<file path="src/rtl/ws2812_rx_decoder.sv">
// WS2812 NRZ receiver: classifies high-pulse widths into bits, assembles GRB words and frames.
// Optional cascaded-pixel forwarding on DOUT is enabled by defining WS2812_RX_FWD_EN.
`timescale 1ns/1ps
module ws2812_rx_decoder #(
  parameter int LED_NUM   = 16,
  parameter int ADDR_BIT  = $clog2(LED_NUM) + 1,
  parameter int THRESH    = 62,
  parameter int MIN_HIGH  = 15,
  parameter int MAX_HIGH  = 150,
  parameter int RESET_CYC = 5000
) (
  input  logic                CLK,
  input  logic                RST,
  input  logic                DIN,
  output logic [23:0]         GRB_OUT,
  output logic [23:0]         RGB_OUT,
  output logic                WVALID,
  output logic [ADDR_BIT-1:0] WNT,
  output logic                FRAME_END,
  output logic                BUSY,
  output logic                ERR,
  output logic [1:0]          ERR_CODE,
  output logic                DOUT
);

  typedef enum logic [1:0] {S_SYNC, S_IDLE, S_HIGH, S_LOW} state_t;

  localparam logic [15:0]         THRESH_C = 16'(THRESH);
  localparam logic [15:0]         MIN_C    = 16'(MIN_HIGH);
  localparam logic [15:0]         MAX_C    = 16'(MAX_HIGH);
  localparam logic [15:0]         RESET_C  = 16'(RESET_CYC);
  localparam logic [ADDR_BIT-1:0] LED_C    = ADDR_BIT'(LED_NUM);

  state_t              state_q, state_d;
  logic                sync1_q, sync2_q, prev_q;
  logic [15:0]         delay_q, delay_d;
  logic [23:0]         shift_q, shift_d;
  logic [4:0]          bitcnt_q, bitcnt_d;
  logic [ADDR_BIT-1:0] wnt_q, wnt_d;
  logic [23:0]         grb_q, grb_d, rgb_q, rgb_d;
  logic                wvalid_q, wvalid_d, fe_q, fe_d, busy_q, busy_d;
  logic                err_q, err_d, dout_q, dout_d;
  logic [1:0]          code_q, code_d;
  logic                rise_s, fall_s, bit_s;
  logic [23:0]         word_s;
`ifdef WS2812_RX_FWD_EN
  logic                fwd_q, fwd_d;
`endif

  assign rise_s = sync2_q & ~prev_q;
  assign fall_s = ~sync2_q & prev_q;
  assign bit_s  = (delay_q >= THRESH_C);
  assign word_s = {shift_q[22:0], bit_s};

  always_ff @(posedge CLK) begin
    if (RST) begin
      sync1_q  <= 1'b0;
      sync2_q  <= 1'b0;
      prev_q   <= 1'b0;
      state_q  <= S_SYNC;
      delay_q  <= 16'd0;
      shift_q  <= 24'd0;
      bitcnt_q <= 5'd0;
      wnt_q    <= '0;
      grb_q    <= 24'd0;
      rgb_q    <= 24'd0;
      wvalid_q <= 1'b0;
      fe_q     <= 1'b0;
      busy_q   <= 1'b0;
      err_q    <= 1'b0;
      code_q   <= 2'd0;
      dout_q   <= 1'b0;
`ifdef WS2812_RX_FWD_EN
      fwd_q    <= 1'b0;
`endif
    end else begin
      sync1_q  <= DIN;
      sync2_q  <= sync1_q;
      prev_q   <= sync2_q;
      state_q  <= state_d;
      delay_q  <= delay_d;
      shift_q  <= shift_d;
      bitcnt_q <= bitcnt_d;
      wnt_q    <= wnt_d;
      grb_q    <= grb_d;
      rgb_q    <= rgb_d;
      wvalid_q <= wvalid_d;
      fe_q     <= fe_d;
      busy_q   <= busy_d;
      err_q    <= err_d;
      code_q   <= code_d;
      dout_q   <= dout_d;
`ifdef WS2812_RX_FWD_EN
      fwd_q    <= fwd_d;
`endif
    end
  end

  always_comb begin
    state_d  = state_q;
    shift_d  = shift_q;
    bitcnt_d = bitcnt_q;
    wnt_d    = wnt_q;
    grb_d    = grb_q;
    rgb_d    = rgb_q;
    wvalid_d = 1'b0;
    fe_d     = 1'b0;
    busy_d   = busy_q;
    err_d    = 1'b0;
    code_d   = code_q;
    dout_d   = 1'b0;

    if (rise_s || fall_s) begin
      delay_d = 16'd0;
    end else if (delay_q != 16'hFFFF) begin
      delay_d = delay_q + 16'd1;
    end else begin
      delay_d = delay_q;
    end

    // The index advances while its strobe is on the outputs.
    if (wvalid_q) begin
      wnt_d = wnt_q + ADDR_BIT'(1);
    end else begin
      wnt_d = wnt_q;
    end

    case (state_q)
      S_SYNC: begin
        busy_d = 1'b0;
        if (!rise_s && !sync2_q && delay_q >= RESET_C) begin
          state_d = S_IDLE;
        end else begin
          state_d = S_SYNC;
        end
      end
      S_IDLE: begin
        if (rise_s) begin
          busy_d  = 1'b1;
          state_d = S_HIGH;
        end else begin
          state_d = S_IDLE;
        end
      end
      S_HIGH: begin
        if (delay_q > MAX_C || (fall_s && delay_q < MIN_C)) begin
          err_d    = 1'b1;
          code_d   = (delay_q > MAX_C) ? 2'd2 : 2'd1;
          busy_d   = 1'b0;
          bitcnt_d = 5'd0;
          shift_d  = 24'd0;
          wnt_d    = '0;
          state_d  = S_SYNC;
        end else if (fall_s) begin
          shift_d = word_s;
          state_d = S_LOW;
          if (bitcnt_q == 5'd23) begin
            bitcnt_d = 5'd0;
            if (wnt_q < LED_C) begin
              wvalid_d = 1'b1;
              grb_d    = word_s;
              rgb_d    = {word_s[15:8], word_s[23:16], word_s[7:0]};
            end else begin
`ifndef WS2812_RX_FWD_EN
              err_d  = 1'b1;
              code_d = 2'd3;
`endif
            end
          end else begin
            bitcnt_d = bitcnt_q + 5'd1;
          end
        end else begin
          state_d = S_HIGH;
        end
      end
      S_LOW: begin
        if (rise_s) begin
          state_d = S_HIGH;
        end else if (delay_q == RESET_C) begin
          // A gap with a partial word still closes the frame, but flags it.
          fe_d     = 1'b1;
          busy_d   = 1'b0;
          wnt_d    = '0;
          bitcnt_d = 5'd0;
          shift_d  = 24'd0;
          state_d  = S_IDLE;
          if (bitcnt_q != 5'd0) begin
            err_d  = 1'b1;
            code_d = 2'd3;
          end else begin
            err_d  = 1'b0;
          end
        end else begin
          state_d = S_LOW;
        end
      end
      default: begin
        state_d = S_SYNC;
      end
    endcase

`ifdef WS2812_RX_FWD_EN
    fwd_d = fwd_q;
    if (fe_d || state_d == S_SYNC) begin
      fwd_d = 1'b0;
    end else if (wvalid_q && wnt_q == '0) begin
      fwd_d = 1'b1;
    end else begin
      fwd_d = fwd_q;
    end
    dout_d = fwd_q & sync2_q;
`else
    dout_d = 1'b0;
`endif
  end

  assign GRB_OUT   = grb_q;
  assign RGB_OUT   = rgb_q;
  assign WVALID    = wvalid_q;
  assign WNT       = wnt_q;
  assign FRAME_END = fe_q;
  assign BUSY      = busy_q;
  assign ERR       = err_q;
  assign ERR_CODE  = code_q;
  assign DOUT      = dout_q;

endmodule

</file>
<file path="config.mk">
export PLATFORM = sky130hd
export DESIGN_NAME = ws2812_rx_decoder
export DESIGN_NICKNAME = d
export VERILOG_FILES = /design/src/rtl/ws2812_rx_decoder.sv
export SDC_FILE = /design/constraint.sdc
export NUM_CORES = 1
export LEC_CHECK = 0
export BUFFER_PORTS_ARGS = -buffer_cell sky130_fd_sc_hd__buf_2
export CAP_MARGIN = 10
export CORE_MARGIN = 2
export CORE_UTILIZATION = 60
export CTS_BUF_LIST = sky130_fd_sc_hd__clkbuf_4 sky130_fd_sc_hd__clkbuf_8 sky130_fd_sc_hd__clkbuf_16
export DETAILED_ROUTE_END_ITERATION = 8
export PLACE_DENSITY = 0.84
export RECOVER_POWER = 25
export SLEW_MARGIN = 20
export SYNTH_ARGS = -nofsm -noshare
export SYNTH_HDL_FRONTEND = slang
export SYNTH_SLANG_ARGS = --single-unit
</file>
<file path="constraint.sdc">
create_clock -name CLK -period 5.15 [get_ports CLK]
set_input_delay 1.03 -clock CLK [delete_from_list [all_inputs] [get_ports CLK]]
set_output_delay 1.03 -clock CLK [all_outputs]
set_load 0.02 [all_outputs]
</file>
==> impl_metrics.tcl <==
set metrics [dict create \
    grt-ovfl-total 0 \
    die_y_um 84.61 \
    clk_latency_ps 370 \
    ys_seq_elements 84 \
    cellPowerDensity_nw_per_um2 280.2 \
    start_kind "flop" \
    utilization_pct 66.03 \
    final.period_utilization_pct 47.94 \
    coreArea_um2 6314 \
    drive_above_1_share_pct 12.30 \
    ant_nets 0 \
    synth_top_area_cell "dfxtp_1" \
    cp-end-kind "flop" \
    cp.arrival_ps 2730 \
    dp_hpwl_mm 5.155 \
    cts-root-buf "clkbuf_8" \
    io_pins 63 \
    numPortBuffers 61 \
    slew_headroom_pct 46.01 \
    criticalPathCategory "reg2reg" \
    routedWlPerCell_um 14.34 \
    initial_utilization_pct 61.75 \
    status "finished clean" \
    dr.pass1.iters 4 \
    cts_buffers 9 \
    synth.avg_cell_area_um2 8.260 \
    hold_viol_final 0 \
    synth_nets 482 \
    syn_to_final_growth_pct 6.932 \
    drt-total-wl_mm 8.215 \
    hp-class "reg2reg" \
    synth_most_common_cell "dfxtp_1" \
    post_cts_resized 0 \
    yosysUniqueCellTypes 56 \
    vias 3387 \
    post-place-cells 556 \
    worstPathRequired_ps 5410 \
    routed_via_density 5.911 \
    synth_ff_type "dfxtp_1" \
    timing.fmax_ghz 0.4051 \
    synth_common_cells "dfxtp_1, nand2_1, a21oi_1, o21ai_0, nor2_1" \
    die_area_um2 7159 \
    final_cells 573 \
    fp.dieW_um 84.61 \
    clk_pin_slew_ps 90 \
    slew_viol_final 0 \
    ys.warnings.count 0 \
    fin_ws_ps 2681 \
    netlist_area_um2 3899 \
    cts_hold_buf 0 \
    synthArstFlopShare_pct 0 \
    synthCells 472 \
    preCtsSetupSlack_ps 2166 \
    rows 29 \
    tightest_slew_ps 809.8 \
    ff2ff_setup_slack_ps 2680 \
    path_max_fanout 32 \
    multiInputGateArea_um2 1841 \
    post_cts.repair.setup_buffers 0 \
    clockBufferDepth 2 \
    grt_pass1_vias 3043 \
    holdPathStages 1 \
    seqCellArea_um2 1682 \
    gr-usage-all-layers_pct 23.20 \
    ys_seq_area_share_pct 43.13 \
    skew_ps 15.13 \
    cts.sinks 84 \
    nets 501 \
    h-tree-depth 3 \
    antennaDiodeCount 0 \
    leakage_nw 1.500 \
    rsz0062_at_grt "false" \
    period_needed_ps 2469 \
    place_congestion 0.8820 \
    power.total_w 0.001168 \
    synth.area.top_cells "dfxtp_1, nand2_1, a21oi_1" \
    first_iter_violations 211 \
    setup_viol 0 \
    fillCellCount 562 \
    maxCapViolCount 0 \
    yosysTopAreaCellShare_pct 43.13 \
    finalSetupTns_ps 0 \
    reg2reg_depth 6 \
    grt_pass1_wl_mm 13.75 \
    synth_edf_count 0 \
    cts_tree "built" \
    grt_antenna_before_repair 0 \
    grt_max_degree 66 \
    drc 0 \
    ir_worst_vdd_v 0.0001742 \
]
## per-stage QoR
stage	cell area [µm²]	hold slack, ps
after detailed placement	3988	425.6
after CTS	4192	442.0
after global routing	4169	468.1
after global placement	3988	421.6
after floorplan	3899	413.8
final	4169	441.2
## layout by cell type (no fill, tap or decap), types with 3 or more instances in the layout
master and instances:
nor4_1 3, nand2_1 82, nand3_1 10, and3_1 6, xnor2_1 3, dfxtp_1 84, a31oi_1 3, or3_1 3
nor2b_1 3, clkbuf_1 32, buf_4 4, nand3b_1 4, and4_1 5, clkbuf_8 9, inv_1 10, o21ai_0 32
buf_2 28, ha_1 7, xor2_1 14, o22ai_1 3, a21oi_1 53, nor2_1 27, nor3_1 13, nand4_1 9
## final cells by class
cell class              count  area share, %
well taps                  77          2.311
flip-flops and latches     84          40.34
clock buffers              10          3.151
inverters                  11         0.9904
clock inverters             6          1.741
multi-input cells         320          44.15
repair buffers             65          7.323
## sequential cells by signal (all words and copies together) (netlist names), 2 cells and up
register	flops
state_q	2
delay_q	16
shift_q	23
GRB_OUT	23
WNT	5
ERR_CODE	2
bitcnt_q	5
## worst paths after layout
path                                start                       end
setup / recovery  delay_q[1]$_SDFFE_PP0P_  bitcnt_q[4]$_SDFFE_PP0P_
hold / removal         sync1_q$_SDFF_PP0_        sync2_q$_SDFF_PP0_
setup reg to reg  delay_q[1]$_SDFFE_PP0P_  bitcnt_q[4]$_SDFFE_PP0P_
hold reg to reg        sync1_q$_SDFF_PP0_        sync2_q$_SDFF_PP0_
## worst max-delay path, cell delays in order (launching register included)
cell,delay [ps]
dfxtp_1,390
or4_4,570
nor4_4,370
a21boi_2,90
buf_4,240
or4_1,540
and3_1,170
## routing by layer
layer,global-route usage [%],vias to the layer above,routed length (µm)
met1,30.74,1598,3580
met4,11.83,0,197
met3,3.245,20,556
met2,37.01,123,3880
li1,-,1646,-
met5,0,-,0
## kinds of logic after synthesis
family                     count (synthesis)  synth area share, %
and+or+nand+nor                          183                24.10
buffers and inverters                     68                9.660
AOI/OAI and AO/OA                        110                16.43
xor gates and xnor gates                  17                3.819
adders and majority gates                  7                2.246
other                                      1              0.09618
muxes                                      2               0.5135
DFF                                       84                43.13
## where the power goes
part	leakage (nW)	switching [W]	internal [W]
registers	0.677	0.00000405	0.000652
logic	0.722	0.0000179	0.00000780
clock network	0.101	0.000252	0.000235
(Power assumes the default switching activity.)
